===== src/rtl/ps2_rx_fifo.sv =====
// ps2_rx_fifo: filtered PS/2 device-to-host receiver feeding a first-word-fall-through FIFO.
// Optional prefix decoding (E0 -> ext, F0 -> brk) is enabled by defining PS2_RX_PREFIX_DECODE_EN.
module ps2_rx_fifo #(
   parameter int DEPTH = 8,
   parameter int FILTER_LEN = 8,
   parameter int TIMEOUT_CYC = 200000,
   localparam int AW = $clog2(DEPTH)
) (
   input  logic          clk,
   input  logic          rst,
   input  logic          ps2_clk,
   input  logic          ps2_data,
   input  logic          rd_en,
   input  logic          err_clr,
   output logic [7:0]    data,
   output logic          ready,
   output logic [AW:0]   count,
   output logic          overflow,
   output logic          parity_err,
   output logic          frame_err
`ifdef PS2_RX_PREFIX_DECODE_EN
   ,
   output logic          ext,
   output logic          brk
`endif
);
`ifdef PS2_RX_PREFIX_DECODE_EN
   localparam int EW = 10;
`else
   localparam int EW = 8;
`endif
   localparam int FW = $clog2(FILTER_LEN + 1);
   localparam int WW = $clog2(TIMEOUT_CYC + 1);

   typedef enum logic [1:0] {IDLE, DATA, PARITY, STOP} state_t;

   logic [1:0]    sync_clk_q, sync_clk_d, sync_dat_q, sync_dat_d;
   logic [FW-1:0] cnt_clk_q, cnt_clk_d, cnt_dat_q, cnt_dat_d;
   logic          filt_clk_q, filt_clk_d, filt_dat_q, filt_dat_d;
   logic          fall_q, fall_d;
   state_t        state_q;
   logic [2:0]    idx_q;
   logic [7:0]    shift_q;
   logic          par_q;
   logic [WW-1:0] wd_q;
   logic          timeout, at_stop, frame_ev, par_ev, valid_ev, is_pfx;
   logic          push_q, push_d, perr_set_q, perr_set_d, ferr_set_q, ferr_set_d;
   logic [EW-1:0] word_q, word_d;
   logic          pend_ext_q, pend_ext_d, pend_brk_q, pend_brk_d;
   logic [EW-1:0] mem_q [DEPTH];
   logic [AW-1:0] wr_ptr_q, wr_ptr_d, rd_ptr_q, rd_ptr_d;
   logic [AW:0]   count_q, count_d;
   logic          overflow_q, overflow_d, parity_err_q, parity_err_d, frame_err_q, frame_err_d;
   logic          do_push, do_pop;
   logic [EW-1:0] head;

   // Synchronise both pins, require FILTER_LEN stable cycles before the filtered level moves.
   always_comb begin
      sync_clk_d = {sync_clk_q[0], ps2_clk};
      sync_dat_d = {sync_dat_q[0], ps2_data};
      cnt_clk_d  = (sync_clk_q[1] == filt_clk_q || cnt_clk_q == FW'(FILTER_LEN - 1)) ? '0 : cnt_clk_q + 1'b1;
      cnt_dat_d  = (sync_dat_q[1] == filt_dat_q || cnt_dat_q == FW'(FILTER_LEN - 1)) ? '0 : cnt_dat_q + 1'b1;
      filt_clk_d = (sync_clk_q[1] != filt_clk_q && cnt_clk_q == FW'(FILTER_LEN - 1)) ? sync_clk_q[1] : filt_clk_q;
      filt_dat_d = (sync_dat_q[1] != filt_dat_q && cnt_dat_q == FW'(FILTER_LEN - 1)) ? sync_dat_q[1] : filt_dat_q;
      fall_d     = filt_clk_q & ~filt_clk_d;
   end

   // Conditioning registers; idle-high lines come out of reset at 1.
   always_ff @(posedge clk) begin
      if (rst) begin
         sync_clk_q <= 2'b11;
         sync_dat_q <= 2'b11;
         cnt_clk_q  <= '0;
         cnt_dat_q  <= '0;
         filt_clk_q <= 1'b1;
         filt_dat_q <= 1'b1;
         fall_q     <= 1'b0;
      end else begin
         sync_clk_q <= sync_clk_d;
         sync_dat_q <= sync_dat_d;
         cnt_clk_q  <= cnt_clk_d;
         cnt_dat_q  <= cnt_dat_d;
         filt_clk_q <= filt_clk_d;
         filt_dat_q <= filt_dat_d;
         fall_q     <= fall_d;
      end
   end

   // Frame receiver: start, 8 data bits LSB first, parity, stop; watchdog abandons stalled frames.
   always_ff @(posedge clk) begin
      if (rst) begin
         state_q <= IDLE;
         idx_q   <= '0;
         shift_q <= '0;
         par_q   <= 1'b0;
         wd_q    <= '0;
      end else begin
         wd_q <= (state_q == IDLE || fall_q) ? '0 : wd_q + 1'b1;
         if (timeout) begin
            state_q <= IDLE;
         end else if (fall_q) begin
            case (state_q)
               IDLE: begin
                  state_q <= filt_dat_q ? IDLE : DATA;
                  idx_q   <= '0;
               end
               DATA: begin
                  shift_q <= {filt_dat_q, shift_q[7:1]};
                  idx_q   <= idx_q + 1'b1;
                  state_q <= (idx_q == 3'd7) ? PARITY : DATA;
               end
               PARITY: begin
                  par_q   <= filt_dat_q;
                  state_q <= STOP;
               end
               default: state_q <= IDLE;
            endcase
         end
      end
   end

   // Classify the end of each frame into push, parity error or framing error, and track prefixes.
   always_comb begin
      timeout    = state_q != IDLE && !fall_q && wd_q == WW'(TIMEOUT_CYC - 1);
      at_stop    = fall_q && state_q == STOP;
      frame_ev   = timeout || (fall_q && state_q == IDLE && filt_dat_q) || (at_stop && !filt_dat_q);
      par_ev     = at_stop && filt_dat_q && !(^{shift_q, par_q});
      valid_ev   = at_stop && filt_dat_q && (^{shift_q, par_q});
`ifdef PS2_RX_PREFIX_DECODE_EN
      is_pfx     = shift_q == 8'hE0 || shift_q == 8'hF0;
      pend_ext_d = (frame_ev || par_ev) ? 1'b0 : valid_ev ? (shift_q == 8'hE0 ? 1'b1 : shift_q == 8'hF0 ? pend_ext_q : 1'b0) : pend_ext_q;
      pend_brk_d = (frame_ev || par_ev) ? 1'b0 : valid_ev ? (shift_q == 8'hF0 ? 1'b1 : shift_q == 8'hE0 ? pend_brk_q : 1'b0) : pend_brk_q;
      word_d     = {pend_ext_q, pend_brk_q, shift_q};
`else
      is_pfx     = 1'b0;
      pend_ext_d = 1'b0;
      pend_brk_d = 1'b0;
      word_d     = shift_q;
`endif
      push_d     = valid_ev && !is_pfx;
      perr_set_d = par_ev;
      ferr_set_d = frame_ev;
   end

   // Registered receiver outputs; the push lands in the FIFO one cycle after the stop-bit fall.
   always_ff @(posedge clk) begin
      if (rst) begin
         push_q     <= 1'b0;
         word_q     <= '0;
         perr_set_q <= 1'b0;
         ferr_set_q <= 1'b0;
         pend_ext_q <= 1'b0;
         pend_brk_q <= 1'b0;
      end else begin
         push_q     <= push_d;
         word_q     <= word_d;
         perr_set_q <= perr_set_d;
         ferr_set_q <= ferr_set_d;
         pend_ext_q <= pend_ext_d;
         pend_brk_q <= pend_brk_d;
      end
   end

   // FIFO bookkeeping: a full FIFO drops pushes unless a pop frees a slot in the same cycle.
   always_comb begin
      do_pop       = rd_en && count_q != '0;
      do_push      = push_q && (count_q != (AW + 1)'(DEPTH) || do_pop);
      wr_ptr_d     = do_push ? wr_ptr_q + 1'b1 : wr_ptr_q;
      rd_ptr_d     = do_pop ? rd_ptr_q + 1'b1 : rd_ptr_q;
      count_d      = count_q + (AW + 1)'(do_push) - (AW + 1)'(do_pop);
      overflow_d   = (push_q && !do_push) || (overflow_q && !err_clr);
      parity_err_d = perr_set_q || (parity_err_q && !err_clr);
      frame_err_d  = ferr_set_q || (frame_err_q && !err_clr);
   end

   // FIFO pointers, fill count and sticky flags.
   always_ff @(posedge clk) begin
      if (rst) begin
         wr_ptr_q     <= '0;
         rd_ptr_q     <= '0;
         count_q      <= '0;
         overflow_q   <= 1'b0;
         parity_err_q <= 1'b0;
         frame_err_q  <= 1'b0;
      end else begin
         wr_ptr_q     <= wr_ptr_d;
         rd_ptr_q     <= rd_ptr_d;
         count_q      <= count_d;
         overflow_q   <= overflow_d;
         parity_err_q <= parity_err_d;
         frame_err_q  <= frame_err_d;
      end
   end

   // Storage array; contents need no reset because count gates every read.
   always_ff @(posedge clk) begin
      if (do_push) mem_q[wr_ptr_q] <= word_q;
   end

   assign head       = mem_q[rd_ptr_q];
   assign ready      = count_q != '0;
   assign count      = count_q;
   assign data       = ready ? head[7:0] : 8'h00;
   assign overflow   = overflow_q;
   assign parity_err = parity_err_q;
   assign frame_err  = frame_err_q;
`ifdef PS2_RX_PREFIX_DECODE_EN
   assign ext        = ready & head[9];
   assign brk        = ready & head[8];
`endif
endmodule


===== config.mk =====
export PLATFORM = sky130hd
export DESIGN_NAME = ps2_rx_fifo
export DESIGN_NICKNAME = d
export VERILOG_FILES = /design/src/rtl/ps2_rx_fifo.sv
export SDC_FILE = /design/constraint.sdc
export NUM_CORES = 1
export LEC_CHECK = 0
export BUFFER_PORTS_ARGS = -buffer_cell sky130_fd_sc_hd__buf_2
export CORE_ASPECT_RATIO = 1.2
export CORE_MARGIN = 10
export CORE_UTILIZATION = 35
export CTS_CLUSTER_DIAMETER = 150
export CTS_CLUSTER_SIZE = 40
export DETAILED_ROUTE_END_ITERATION = 16
export PLACE_DENSITY = 0.46
export RECOVER_POWER = 25
export SYNTH_ARGS = -nofsm -noshare
export SYNTH_HDL_FRONTEND = slang
export SYNTH_SLANG_ARGS = --single-unit
export TNS_END_PERCENT = 5

===== constraint.sdc =====
create_clock -name clk -period 6.1 [get_ports clk]
set_clock_uncertainty 0.05 [all_clocks]
set_input_delay 0.915 -clock clk [delete_from_list [all_inputs] [get_ports clk]]
set_output_delay 0.915 -clock clk [all_outputs]
set_load 0.1 [all_outputs]

==> results of run 1 <==
-- state kept, by name, indices dropped and copies added (netlist names), 2 cells and up, named ones only --
signal and count:
count 4, wd_q 18, sync_clk_q 2, mem_q 64, shift_q 8, cnt_dat_q 4
wr_ptr_q 3, word_q 8, idx_q 3, state_q 2, rd_ptr_q 3, cnt_clk_q 4
sync_dat_q 2
-- cells by family (layout without fill, tap and decap cells) --
logic type      after synthesis  count (layout)
mux                          28              28
simple gates                148             148
buf+inv                      29              68
flops                       138             138
compound gates               35              35
fa+ha+maj                    13              13
xor+xnor                     29              29
-- Yosys cell counts, types with 10 or more instances --
| library cell | count |
|---|---|
| dfxtp_1 | 74 |
| edfxtp_1 | 64 |
| nor2_1 | 52 |
| nand2_1 | 21 |
| xnor2_1 | 17 |
| mux4_2 | 16 |
| inv_1 | 14 |
| nor2b_1 | 14 |
| nand3_1 | 13 |
| a21oi_1 | 12 |
| ha_1 | 12 |
| mux2i_1 | 11 |
| xor2_1 | 11 |
| clkbuf_1 | 10 |
| nor3_1 | 10 |
-- final timing paths --
| path | from | endpoint | cells after the start |
|---|---|---|---|
| worst max-delay path | register | data[3] | 4 |
| worst min-delay path | sync_clk_q[0]$_SDFF_PP1_ | sync_clk_q[1]$_SDFF_PP1_ | 1 |
| worst max register to register | count[2]$_SDFF_PP0_ | count[2]$_SDFF_PP0_ | 11 |
| worst min register to register | sync_clk_q[0]$_SDFF_PP1_ | sync_clk_q[1]$_SDFF_PP1_ | 1 |
-- layer usage --
metal	global-route usage, %	routed length [µm]	share of wire [%]
met3	3.395	380	4.0
met2	16.54	4877	51
met5	0	0	0
met4	4.515	121	1.3
met1	11.05	4186	44
-- cell type report --
type / count / area, µm² / area share [%]
Sequential cell: 138 / 3403 / 54.12
Multi-Input combinational cell: 253 / 1907 / 30.32
Clock buffer: 21 / 460.4 / 7.322
Tap cell: 204 / 255.2 / 4.059
Timing Repair Buffer: 22 / 112.6 / 1.791
Clock inverter: 11 / 97.59 / 1.552
Inverter: 14 / 52.55 / 0.8357
-- where the power goes --
part           total (mW)  internal [mW]  leakage [nW]  switching, mW
clock network       0.957          0.580         0.265          0.376
registers            1.04          0.983          1.08         0.0544
logic               0.780          0.174         0.739          0.606
-- stage by stage --
step	cell area [µm²]	hold slack (ns)	utilization, %
after floorplan	5416	0.3395	-
after global placement	5725	0.3460	37.96
after detailed placement	5731	0.3530	38.00
after CTS	6289	0.3662	41.70
after global routing	6289	0.3841	41.70
final	6289	0.3611	41.70
-- cell usage in the layout (no fill, tap or decap), drive strengths merged, types with 5 or more instances in the layout --
master   n
buf     22
nor2    52
inv     15
mux2i   11
or2      7
mux4    16
nand3   13
xor2    11
xnor2   17
o21ai    5
nor2b   14
edfxtp  64
nand2b   6
or3      5
nor3    10
clkinv   5
a21oi   12
nand2   21
clkbuf  21
o22a     8
dfxtp   74
ha      12
==> results.sh, run 1 <==
export IMPL_status="finished, final reports clean"
export IMPL_die_area_um2=20870
export IMPL_synth_ff_latch_count=138
export IMPL_synth_compound_gate_area_share_pct=4.366
export IMPL_synthDominantCellAreaShare_pct=35.48
export IMPL_finalWeightedCongestion=0.7126
export IMPL_floorplan_core_area_um2=15080
export IMPL_achievable_frequency_mhz=279.7
export IMPL_p_leak_nw=2.081
export IMPL_worst_slew_margin_rel_pct=27.95
export IMPL_postRouteWirelength_um=9566
export IMPL_synth_cell_area_um2=5416
export IMPL_post_route_cells_drive_above_1_share_pct=18.30
export IMPL_syn_num_nets=439
export IMPL_diodes=0
export IMPL_tritoncts="done"
export IMPL_post_cts_buffers=0
export IMPL_port_buffers=21
export IMPL_antenna_found_initial=0
export IMPL_ys_warn_count=0
export IMPL_detail_route_vias_per_cell=4.653
export IMPL_grt_use_total_pct=9.841
export IMPL_crit_type="reg -> out"
export IMPL_drt_drc_violations_left=0
export IMPL_dp_hpwl_um=6495
export IMPL_crit_path_arrival_time_ns=2.61
export IMPL_worstPathBufferInverterCount=1
export IMPL_grt_start_max_net_pins=42
export IMPL_min_period_ns=3.575
export IMPL_design_power_total_mw=2.774
export IMPL_cts_hold_repair_buffers=0
export IMPL_hold_crit_path_type="reg -> reg"
export IMPL_filler_cell_count=1479
export IMPL_tns_ns=0
export IMPL_dp_cells=631
export IMPL_site_rows=49
export IMPL_wire_per_inst_um=14.43
export IMPL_synthAdderAreaFrac_pct=3.142
export IMPL_critical_path_required_ns=5.13
export IMPL_yosys_cell_types_count=45
export IMPL_area_growth_pct=16.10
export IMPL_seq_area_frac_synth_pct=62.83
export IMPL_setup_repair_after_global_routing_missed_its_margin="no"
export IMPL_fin_nets=465
export IMPL_report_final_setup_viol=0
export IMPL_instances_no_fill=663
export IMPL_route_antenna_remaining_nets=0
export IMPL_path_cells="mux4_2 > mux2i_1 > nor2_1 > buf_2"
export IMPL_grt_pass1_vias=3168
export IMPL_grt_ovfl_total=0
export IMPL_clock_tree_root_driver_cell="clkbuf_16"
export IMPL_finalMaxSlewViolations=0
export IMPL_worst_slew_pin_transition_ns=1.079
export IMPL_postCtsResizedCells=0
export IMPL_setup_worst_path_start_class="register"
export IMPL_drt_pass1_iterations=4
export IMPL_drt_iter0_drc=158
export IMPL_die_w_um=133.6
export IMPL_grt_pass1_wl_um=16130
export IMPL_cpLargestDelayFamily="flip-flops"
export IMPL_power_density_cell_area_nw_per_um2=441.2
export IMPL_initial_utilization_pct=35.91
export IMPL_layout_setup_ws_ns=2.525
export IMPL_cts_num_sinks=138
export IMPL_synthTopCellsByArea="edfxtp_1, dfxtp_1, mux4_2, nor2_1, ha_1"
export IMPL_synth_top_family_by_area="simple AND/OR/NAND/NOR gates"
export IMPL_final_min_period_over_clock_period_pct=58.61
export IMPL_worst_r2r_setup_slack_ns=3.21
export IMPL_synth_area_mux_share_pct=8.894
export IMPL_post_synth_xor_xnor_area_pct=4.943
export IMPL_synthCells=420
export IMPL_die_y_um=156.3
export IMPL_number_of_synthesized_flops_with_an_enable_pin=64
export IMPL_dominantRegCellSynth="dfxtp_1"
export IMPL_clkLatencyLatePin_ns=0.41
export IMPL_timing_max_cap_violations=0
export IMPL_number_of_buffers_inserted_during_clock_tree_synthesis=17
export IMPL_critical_path_s_slowest_cell="dfxtp_1"
export IMPL_routed_via_count=3085
export IMPL_cts_max_level=4
export IMPL_max_clock_path_buffers=2
export IMPL_cp_end_kind="primary output"
export IMPL_postSynthAreaPerCell_um2=12.90
export IMPL_synth_simple_gate_area_share_pct=13.77
export IMPL_critical_path_max_stage_delay_ns=1.03
export IMPL_crit_path_max_fanout=16
export IMPL_synth_top_cell_by_area="edfxtp_1"
export IMPL_cts_clk_slew_worst_paths_ns=0.06
export IMPL_synthArstFlopShare_pct=0
export IMPL_vdd_ir_drop_worst_mv=0.1738
export IMPL_final_hold_viol_count=0
export IMPL_design_portCount=22
export IMPL_dpl_worst_slack_ns=2.857
(Power assumes the default switching activity.)
==> run 2, diff against run 1 <==
--- a/config.mk
+++ b/config.mk
@@ -12,7 +12,7 @@
 export CTS_CLUSTER_DIAMETER = 150
 export CTS_CLUSTER_SIZE = 40
 export DETAILED_ROUTE_END_ITERATION = 16
-export PLACE_DENSITY = 0.46
+export PLACE_DENSITY = 0.48
 export RECOVER_POWER = 25
 export SYNTH_ARGS = -nofsm -noshare
 export SYNTH_HDL_FRONTEND = slang
==> constraint.sdc (replaced) <==
create_clock -name clk -period 2.9 [get_ports clk]
set_clock_uncertainty 0.05 [all_clocks]
set_input_delay 0.435 -clock clk [delete_from_list [all_inputs] [get_ports clk]]
set_output_delay 0.435 -clock clk [all_outputs]
set_load 0.1 [all_outputs]
==> run 2 against run 1 <==
Effect of this change:
- sequential power increased by 100%
- clock power rose by 110%
- via count up 2.0%
- register-to-register slack got worse by 2.6 ns
- wire length increased by 1.3%
- critical path type unchanged
- critical endpoint is now data[2]
==> results.sh, run 2 (synthesis gave the netlist of run 1 again) <==
export IMPL_status="finished, final reports clean"
export IMPL_die_w_um=133.6
export IMPL_post_route_cells_drive_above_1_share_pct=22.55
export IMPL_p_switching_mw=1.776
export IMPL_cts_hold_repair_buffers=0
export IMPL_grt_ovfl_total=0
export IMPL_tns_ns=0
export IMPL_hold_crit_path_type="in -> reg"
export IMPL_number_of_buffers_inserted_during_clock_tree_synthesis=17
export IMPL_crit_path_arrival_time_ns=2.09
export IMPL_grt_pass1_vias=3293
export IMPL_detail_route_vias_per_cell=4.668
export IMPL_drt_iter0_drc=137
export IMPL_area_growth_pct=18.53
export IMPL_wire_per_inst_um=14.38
export IMPL_floorplan_core_area_um2=15080
export IMPL_cts_clk_slew_worst_paths_ns=0.06
export IMPL_design_power_total_mw=5.469
export IMPL_crit_path_max_fanout=16
export IMPL_power_share_clock_pct=37.0
export IMPL_post_cts_buffers=0
export IMPL_power_density_cell_area_nw_per_um2=851.9
export IMPL_initial_utilization_pct=35.91
export IMPL_critical_path_required_ns=2.41
export IMPL_mostFrequentLayoutCell="dfxtp_1"
export IMPL_tritoncts="done"
export IMPL_diodes=0
export IMPL_seqPwrFrac_pct=38.8
export IMPL_placed_area_um2=5851
export IMPL_route_antenna_remaining_nets=0
export IMPL_clock_tree_root_driver_cell="clkbuf_16"
export IMPL_worst_slew_pin_transition_ns=0.7194
export IMPL_final_cell_mix="dfxtp_1, edfxtp_1, nor2_1"
export IMPL_worst_slew_margin_rel_pct=52.04
export IMPL_p_leak_nw=2.406
export IMPL_multi_input_area_um2=1928
export IMPL_finalMaxSlewViolations=0
export IMPL_die_area_um2=20870
export IMPL_site_rows=49
export IMPL_postCtsResizedCells=0
export IMPL_setup_repair_after_global_routing_missed_its_margin="no"
export IMPL_finalWeightedCongestion=0.7326
export IMPL_achievable_frequency_mhz=388.1
export IMPL_report_final_setup_viol=0
export IMPL_switch_share_pct=32.48
export IMPL_cts_num_sinks=138
export IMPL_postRouteWirelength_um=9690
export IMPL_antenna_found_initial=0
export IMPL_timing_max_cap_violations=0
export IMPL_dp_hpwl_um=6625
export IMPL_comb_power_share_pct=24.2
export IMPL_filler_cell_count=1460
export IMPL_fin_nets=476
export IMPL_routed_via_count=3146
export IMPL_drt_pass1_iterations=4
export IMPL_drt_drc_violations_left=0
export IMPL_clkLatencyLatePin_ns=0.41
export IMPL_cts_max_level=4
export IMPL_min_period_ns=2.577
export IMPL_grt_use_total_pct=10.13
export IMPL_port_buffers=21
export IMPL_vdd_ir_drop_worst_mv=0.3120
export IMPL_finalInstanceArea_um2=6420
export IMPL_p_int_mw=3.693
export IMPL_design_portCount=22
export IMPL_largest_register="mem_q"
export IMPL_die_y_um=156.3
export IMPL_setup_worst_path_start_class="register"
export IMPL_max_clock_path_buffers=2
export IMPL_crit_type="reg -> out"
export IMPL_layout_top_registers="mem_q x64, wd_q x18"
export IMPL_final_min_period_over_clock_period_pct=88.86
export IMPL_grt_pass1_wl_um=16500
export IMPL_final_hold_viol_count=0
export IMPL_grt_start_max_net_pins=42
export IMPL_largest_register_ffs=64
export IMPL_area_sequential_um2=3413
export IMPL_cp_end_kind="primary output"
-- run 2: changes by cell type in the layout (fill, tap and decap cells not counted), moves of 2 or more --
cell / previous run / this run
dfxtp_4: 0 / 2
ha_1: 12 / 10
inv_1: 14 / 10
buf_4: 1 / 12
dfxtp_2: 0 / 2
dfxtp_1: 74 / 70
inv_2: 0 / 2
-- run 2: power groups by stage --
stage / logic, mW / clock network [mW] / registers [mW]
2_1_floorplan: 0.963 / 0 / 2.32
3_3_place_gp: 1.34 / 0 / 2.17
3_5_place_dp: 1.35 / 0 / 2.16
4_1_cts: 1.35 / 2.09 / 2.12
5_1_grt: 1.42 / 2.17 / 2.13
6_report: 1.32 / 2.02 / 2.12
-- run 2: worst paths after layout --
check                                           endpoint                     start  slack (ns)  cells past startpoint
worst min register to register  sync_dat_q[1]$_SDFF_PP1_  sync_dat_q[0]$_SDFF_PP1_        0.36                      1
worst max-delay path                             data[2]                  register        0.32                      5
worst min-delay path            sync_clk_q[0]$_SDFF_PP1_                   ps2_clk        0.16                      2
worst max register to register       count[3]$_SDFF_PP0_       count[2]$_SDFF_PP0_        0.63                     10
-- run 2: layout make-up --
cell class	count	area share [%]
Clock buffer	21	7.347
Clock inverter	11	1.520
Inverter	14	0.9160
Multi-Input combinational cell	253	30.03
Sequential cell	138	53.17
Tap cell	204	3.976
Timing Repair Buffer	33	3.040
-- run 2: per-layer routing --
metal / vias to the layer above / wire length, µm / track usage (%)
met5: - / 0 / 0
met4: 0 / 288 / 6.072
met3: 22 / 230 / 2.819
met2: 32 / 5131 / 17.70
met1: 1519 / 4039 / 10.68
li1: 1573 / - / -
-- run 2: critical path, cell delays in order (launching register included) --
cell and delay (ns):
dfxtp_1 0.31, buf_4 0.31, mux4_2 0.56, mux2i_1 0.15, nor2_1 0.05, buf_2 0.29
-- run 2: stage by stage --
step | worst slack, ns | cells | util (%) | hold slack (ns)
finish | 0.3231 | 674 | 42.57 | 0.1575
CTS | 0.2635 | 674 | 42.57 | 0.1369
floorplan | -0.06693 | 420 | - | 0.3395
detailed placement | 0.6309 | 642 | 38.79 | 0.3485
global route | 0.1722 | 674 | 42.57 | 0.1467
global placement | 0.6465 | 642 | 38.79 | 0.3453
